$ cat config.mk
export PLATFORM = sky130hd
export DESIGN_NAME = up_frame_tx
export DESIGN_NICKNAME = d
export VERILOG_FILES = /design/src/rtl/up_frame_pkg.sv /design/src/rtl/up_frame_tx_flt_edge.sv /design/src/rtl/up_frame_tx.sv
export SDC_FILE = /design/constraint.sdc
export NUM_CORES = 1
export LEC_CHECK = 0
export BUFFER_PORTS_ARGS = -buffer_cell sky130_fd_sc_hd__buf_2
export CAP_MARGIN = 20
export CORE_ASPECT_RATIO = 0.7
export CORE_MARGIN = 8
export CORE_UTILIZATION = 50
export DETAILED_ROUTE_END_ITERATION = 8
export PLACE_DENSITY = 0.79
export RECOVER_POWER = 50
export SETUP_SLACK_MARGIN = 0.4
export SLEW_MARGIN = 20
export SYNTH_ARGS = -nofsm -noshare
export SYNTH_HDL_FRONTEND = slang
export SYNTH_SLANG_ARGS = --single-unit
export TNS_END_PERCENT = 30
$ cat constraint.sdc
create_clock -name clk -period 3.37 [get_ports clk]
set_input_delay 0.674 -clock clk [delete_from_list [all_inputs] [get_ports clk]]
set_output_delay 0.674 -clock clk [all_outputs]
set_load 0.01 [all_outputs]
$ cat src/rtl/up_frame_pkg.sv
// up_frame_pkg -- shared constants for the upstream frame transmitter:
// frame header bytes, FSM state encoding and the status-frame builder.
package up_frame_pkg;

   localparam logic [7:0] HDR_STATUS = 8'hB1;
   localparam logic [7:0] HDR_VDC    = 8'hB2;
   localparam logic [7:0] HDR_TEMP   = 8'hB3;
   localparam logic [7:0] HDR_FAULT  = 8'hBF;

   typedef enum logic [2:0] {
      IDLE      = 3'd0,
      SEL       = 3'd1,
      LAUNCH    = 3'd2,
      WAIT_ACK  = 3'd3,
      WAIT_DONE = 3'd4,
      GAP       = 3'd5
   } tx_state_t;

   // Status and fault frames carry the status byte followed by its complement
   // so the receiver can reject a corrupted byte.
   function automatic logic [23:0] st_frame(input logic [7:0] hdr, input logic [7:0] st);
      return {hdr, st, ~st};
   endfunction

endpackage

$ cat src/rtl/up_frame_tx_flt_edge.sv
// up_flt_edge -- rising-edge detector over {fault, igbt_flt[3:0]} that
// raises fault_pend until the transmitter selects the fault frame.
// The history register is loaded with the live inputs during reset, so a
// fault level already present at reset release never looks like an edge.
module up_flt_edge
   import up_frame_pkg::*;
(
   input  logic       clk,
   input  logic       rst,
   input  logic       fault,
   input  logic [3:0] igbt_flt,
   input  logic       pend_clr,
   output logic       fault_pend
);

   logic [4:0] flt_now;
   logic [4:0] flt_hist_reg;
   logic [4:0] flt_rise;
   logic       fault_pend_reg;

   assign flt_now = {fault, igbt_flt};

   genvar gi;
   generate
      for (gi = 0; gi < 5; gi++) begin : g_rise
         assign flt_rise[gi] = flt_now[gi] & ~flt_hist_reg[gi];
      end
   endgenerate

   // Track input history and hold one pending fault request; a new edge wins
   // over a same-cycle clear so a fault arriving after the status byte was
   // sampled still gets reported.
   always_ff @(posedge clk) begin
      if (rst) begin
         flt_hist_reg   <= flt_now;
         fault_pend_reg <= 1'b0;
      end else begin
         flt_hist_reg <= flt_now;
         if (|flt_rise) begin
            fault_pend_reg <= 1'b1;
         end else if (pend_clr) begin
            fault_pend_reg <= 1'b0;
         end
      end
   end

   assign fault_pend = fault_pend_reg;

endmodule

$ cat src/rtl/up_frame_tx.sv
// up_frame_tx -- periodic status/voltage(/temperature) report and
// event-driven fault frame transmitter with a busy-flag serializer handshake.
// Optional feature: define UP_TEMP_FRAME_EN to add the temperature frame to
// each report cycle; without it a report cycle is status + voltage only.
module up_frame_tx
   import up_frame_pkg::*;
#(
   parameter logic [12:0] TX_TIMEOUT = 13'd4000,
   parameter logic [7:0]  FRM_GAP    = 8'd16
) (
   input  logic        clk,
   input  logic        rst,
   input  logic        sync_tick,
   input  logic        fault,
   input  logic [3:0]  igbt_flt,
   input  logic        Lockn,
   input  logic        start,
   input  logic        bypass,
   input  logic [15:0] vdc_data,
   input  logic [15:0] temp_data,
   input  logic        tx_busy,
   output logic        tx_start,
   output logic [23:0] tx_data,
   output logic        tx_err,
   output logic        sync_ovr
);

   tx_state_t   state_reg;
   logic [12:0] cnt_reg;
   logic        sts_pend_reg;
   logic        vdc_pend_reg;
   logic [15:0] vdc_snap_reg;
   logic        tx_start_reg;
   logic [23:0] tx_data_reg;
   logic        tx_err_reg;
   logic        sync_ovr_reg;

   logic        fault_pend;
   logic        flt_clr;
   logic [7:0]  st_byte;
   logic        wait_expired;
   logic        gap_done;

`ifdef UP_TEMP_FRAME_EN
   logic        tmp_pend_reg;
   logic [15:0] temp_snap_reg;
`else
   logic        unused_temp;
   assign unused_temp = ^temp_data;
`endif

   assign st_byte = {fault, igbt_flt, bypass, start, Lockn};

   // The fault frame always wins selection, so its request is consumed
   // whenever SEL sees it pending.
   assign flt_clr = (state_reg == SEL) && fault_pend;

   // cnt_reg restarts at 0 on entry to each wait/gap state, so these fire
   // after exactly TX_TIMEOUT / FRM_GAP cycles in that state.
   assign wait_expired = (cnt_reg + 13'd1) >= TX_TIMEOUT;
   assign gap_done     = (cnt_reg + 13'd1) >= {5'd0, FRM_GAP};

   up_flt_edge u_flt_edge (
      .clk        (clk),
      .rst        (rst),
      .fault      (fault),
      .igbt_flt   (igbt_flt),
      .pend_clr   (flt_clr),
      .fault_pend (fault_pend)
   );

   // Frame sequencer: selects, launches and supervises one frame at a time.
   always_ff @(posedge clk) begin
      if (rst) begin
         state_reg     <= IDLE;
         cnt_reg       <= 13'd0;
         sts_pend_reg  <= 1'b0;
         vdc_pend_reg  <= 1'b0;
         vdc_snap_reg  <= 16'h0;
`ifdef UP_TEMP_FRAME_EN
         tmp_pend_reg  <= 1'b0;
         temp_snap_reg <= 16'h0;
`endif
         tx_start_reg  <= 1'b0;
         tx_data_reg   <= 24'h0;
         tx_err_reg    <= 1'b0;
         sync_ovr_reg  <= 1'b0;
      end else begin
         tx_start_reg <= 1'b0;

         // Any report request outside IDLE is an overrun and is dropped.
         if (sync_tick && (state_reg != IDLE)) begin
            sync_ovr_reg <= 1'b1;
         end

         case (state_reg)
            IDLE: begin
               if (sync_tick) begin
                  vdc_snap_reg  <= vdc_data;
                  sts_pend_reg  <= 1'b1;
                  vdc_pend_reg  <= 1'b1;
`ifdef UP_TEMP_FRAME_EN
                  temp_snap_reg <= temp_data;
                  tmp_pend_reg  <= 1'b1;
`endif
                  state_reg     <= SEL;
               end else if (fault_pend) begin
                  state_reg <= SEL;
               end
            end

            SEL: begin
               if (fault_pend) begin
                  tx_data_reg  <= st_frame(HDR_FAULT, st_byte);
                  tx_start_reg <= 1'b1;
                  state_reg    <= LAUNCH;
               end else if (sts_pend_reg) begin
                  tx_data_reg  <= st_frame(HDR_STATUS, st_byte);
                  sts_pend_reg <= 1'b0;
                  tx_start_reg <= 1'b1;
                  state_reg    <= LAUNCH;
               end else if (vdc_pend_reg) begin
                  tx_data_reg  <= {HDR_VDC, vdc_snap_reg};
                  vdc_pend_reg <= 1'b0;
                  tx_start_reg <= 1'b1;
                  state_reg    <= LAUNCH;
`ifdef UP_TEMP_FRAME_EN
               end else if (tmp_pend_reg) begin
                  tx_data_reg  <= {HDR_TEMP, temp_snap_reg};
                  tmp_pend_reg <= 1'b0;
                  tx_start_reg <= 1'b1;
                  state_reg    <= LAUNCH;
`endif
               end else begin
                  state_reg <= IDLE;
               end
            end

            LAUNCH: begin
               cnt_reg   <= 13'd0;
               state_reg <= WAIT_ACK;
            end

            WAIT_ACK: begin
               if (tx_busy) begin
                  cnt_reg   <= 13'd0;
                  state_reg <= WAIT_DONE;
               end else if (wait_expired) begin
                  tx_err_reg <= 1'b1;
                  cnt_reg    <= 13'd0;
                  state_reg  <= GAP;
               end else begin
                  cnt_reg <= cnt_reg + 13'd1;
               end
            end

            WAIT_DONE: begin
               if (!tx_busy) begin
                  cnt_reg   <= 13'd0;
                  state_reg <= GAP;
               end else if (wait_expired) begin
                  tx_err_reg <= 1'b1;
                  cnt_reg    <= 13'd0;
                  state_reg  <= GAP;
               end else begin
                  cnt_reg <= cnt_reg + 13'd1;
               end
            end

            GAP: begin
               if (gap_done) begin
                  state_reg <= SEL;
               end else begin
                  cnt_reg <= cnt_reg + 13'd1;
               end
            end

            default: begin
               state_reg <= IDLE;
            end
         endcase
      end
   end

   assign tx_start = tx_start_reg;
   assign tx_data  = tx_data_reg;
   assign tx_err   = tx_err_reg;
   assign sync_ovr = sync_ovr_reg;

endmodule

==> flow_metrics.tcl <==
set metrics [dict create \
    outcome "finished, final reports clean" \
    cts_tree "built" \
    nets 462 \
    dp_slack_ns 0.2330 \
    yosysTopAreaCellShare_pct 40.73 \
    avgSynthCellArea_um2 8.128 \
    chipHeight_um 81.85 \
    dp.cells 484 \
    cts_hold_buf 0 \
    clk-insertion-delay-late_ns 0.33 \
    worst_slew_pin_slew_ns 1.097 \
    max_freq_ghz 0.3521 \
    initial_utilization_pct 50.80 \
    final_cells 499 \
    cp.required_ns 3.65 \
    worstHoldPathType "reg -> reg" \
    p_seq_share_pct 47.9 \
    drt-pass1-iter-count 5 \
    worst_slack_ns 0.5299 \
    yosys_warnings 0 \
    drv_cap 0 \
    layout_common_cells "72 x nand2_1, 62 x dfxtp_1, 34 x a21oi_1, 34 x clkbuf_1, 32 x nor2_1" \
    cts.sinks 63 \
    p_comb_share_pct 15.4 \
    grt_pass1_vias 2845 \
    detail_route.wl_per_cell_um 15.74 \
    antenna_found_initial 0 \
    core_area_um2 6096 \
    die_width_um 110.1 \
    p_switching_uw 495.9 \
    cp_slowest_stage_delay_ns 0.60 \
    setup_viol 0 \
    slowest_stage "dfxtp_1" \
    synth.distinct_cells 56 \
    dominantRegCellSynth "dfxtp_1" \
    drv_slew 0 \
    largest_reg_flops 20 \
    h-tree-depth 3 \
    gp_congestion 0.9299 \
    routed_via_density 5.842 \
    syn_to_final_growth_pct 14.18 \
    endpoint_kind "register" \
    fillCellCount 561 \
    dpl-instance-area_um2 3331 \
    clk_pin_slew_ns 0.06 \
    drtIter0Drc 184 \
    clock_tree.buffer_depth 2 \
    tns_ns 0 \
    layout-drive-gt1-share_pct 15.68 \
    swShare_pct 27.99 \
    grt_max_degree 32 \
    post-dp-hpwl_mm 5.352 \
    grtUsageTotal_pct 18.44 \
    cts_root_buf "clkbuf_8" \
    grt_pass1_wl_mm 13.28 \
    postLayoutCellArea_um2 3536 \
    p_leak_nw 1.308 \
    n_antenna_cell 0 \
    cts_inserted_buffers 9 \
    grt_overflow 0 \
    worstPathCellList "nand4_4 > nor4_4 > nor2_2 > or4_1 > or3_4 > a21oi_2 > a221o_1" \
    synth_area_um2 3097 \
    crit_buf_inv 0 \
    period_share_pct 84.28 \
    drc_errors 0 \
    yosysTopAreaCell "dfxtp_1" \
    vias 2915 \
    internal_power_mw 1.276 \
    async_flop_share_pct 0 \
    drt_wl_total_mm 7.854 \
    synthCells 381 \
    final_antenna_net_count 0 \
    io_pins 71 \
    rsz0062_at_grt "no" \
    synth_seq_cells 63 \
    p_per_area_nw_per_um2 501.0 \
    synthesis.nets 426 \
    synth-edff-count 0 \
    max_slew_margin_pct 26.90 \
    fin_crit_ns 2.840 \
    layout_commonest_cell "nand2_1" \
    critPathKind "reg -> reg" \
    ir_worst_vdd_v 0.0002586 \
    synth-seq-area-share_pct 40.73 \
    cp-start-kind "register" \
    p_clk_share_pct 36.7 \
    critPathTopFamily "simple AND/OR/NAND/NOR gates" \
    port-buffer-count 53 \
    fp-row-count 24 \
    finalClockSkew_ns 0.007213 \
    dieArea_um2 9008 \
    worst-path-max-fanout 13 \
    critPathArrivalTime_ns 3.12 \
    yosys-top-cells-area "dfxtp_1 41%, nand2_1 8.7%, a21oi_1 5.5%" \
    hold_viol 0 \
]
## cell type report
type / count / area, um^2 / area share, %
clock buffers: 12 / 155.1 / 4.388
clock inverters: 3 / 42.54 / 1.203
inverters: 13 / 48.80 / 1.380
multi-input cells: 271 / 1665 / 47.10
flip-flops and latches: 63 / 1262 / 35.70
well taps: 78 / 97.59 / 2.760
repair buffers: 59 / 264.0 / 7.466
## path summary, 6_finish.rpt
| check | to | depth (start not counted) | start | slack (ns) |
|---|---|---|---|---|
| setup / recovery | cnt_reg[11]$_SDFFE_PP0P_ | 7 | cnt_reg[5]$_SDFFE_PP0P_ | 0.53 |
| hold / removal | vdc_snap_reg[11]$_SDFFE_PP0P_ | 2 | vdc_snap_reg[11]$_SDFFE_PP0P_ | 0.46 |
| setup reg to reg | cnt_reg[11]$_SDFFE_PP0P_ | 7 | cnt_reg[5]$_SDFFE_PP0P_ | 0.53 |
| hold reg to reg | vdc_snap_reg[11]$_SDFFE_PP0P_ | 2 | vdc_snap_reg[11]$_SDFFE_PP0P_ | 0.46 |
## cells in the mapped netlist, drive strengths merged (2+ instances only)
| cell | count |
|---|---|
| nand2b | 6 |
| nand3 | 8 |
| a22oi | 3 |
| nand4 | 4 |
| and2 | 4 |
| o311ai | 2 |
| nand3b | 2 |
| a221oi | 6 |
| or2 | 3 |
| a311oi | 9 |
| dfxtp | 63 |
| a21oi | 35 |
| or3 | 6 |
| inv | 13 |
| o31ai | 2 |
| or4 | 3 |
| mux2 | 2 |
| o211ai | 11 |
| a31oi | 4 |
| o21ai | 9 |
| a22o | 4 |
| and3 | 3 |
| nor3 | 4 |
| nor2 | 33 |
| buf | 14 |
| a41oi | 2 |
| a211oi | 4 |
| a21o | 7 |
| o221a | 2 |
| xnor2 | 3 |
| clkbuf | 20 |
| nand2 | 72 |
| nor4 | 2 |
| nor2b | 3 |
## through the flow
step                      util [%]  power (mW)  hold WS [ns]
final                        58.00       1.771        0.4560
after detailed placement     54.64       1.146        0.4425
after CTS                    58.00       1.794        0.4535
after global placement       54.64       1.139        0.4369
after global routing         58.00       1.860        0.4811
after floorplan                  -       1.047        0.4365
## repair_timing
action,in CTS,in global routing
endpoints found under the setup margin,11,13
pin swaps,0,0
gates resized for setup,3,7
setup buffers,0,0
## power groups by stage
stage                     Sequential, mW  Clock, mW  Combinational (mW)
after floorplan                    0.864          0               0.182
after global placement             0.859          0               0.280
after detailed placement           0.861          0               0.285
after CTS                          0.846      0.661               0.288
after global routing               0.857      0.692               0.312
final                              0.848      0.650               0.274
## worst reg2reg max path: cells and delay by family, from the launching register on
kind               cells  cell delay, ns
and+or+nand+nor        5            1.66
AOI/OAI and AO/OA      2            0.53
DFF                    1            0.60
## metal layers
metal	wire (um)	vias to the layer above	part of all wire, %	GRT usage (%)
li1	-	1423	-	-
met1	3617	1358	46	24.08
met2	3467	115	44	27.51
met3	629	19	8.0	5.721
met4	140	0	1.8	8.054
met5	0	-	0	0
## kinds of logic (layout without fill, tap and decap cells)
family / Yosys count / in the layout / share of synthesized area, %
AO/OA/AOI/OAI: 107 / 107 / 25.17
AND/OR/NAND/NOR: 156 / 156 / 24.53
multiplexers: 2 / 2 / 0.7272
XOR/XNOR: 4 / 4 / 1.132
flip-flops: 63 / 63 / 40.73
buffers and inverters: 47 / 87 / 7.192
adder cells (fa/ha/maj): 1 / 1 / 0.4040
other: 1 / 1 / 0.1211
No activity file was read; power rests on OpenSTA's default activity.
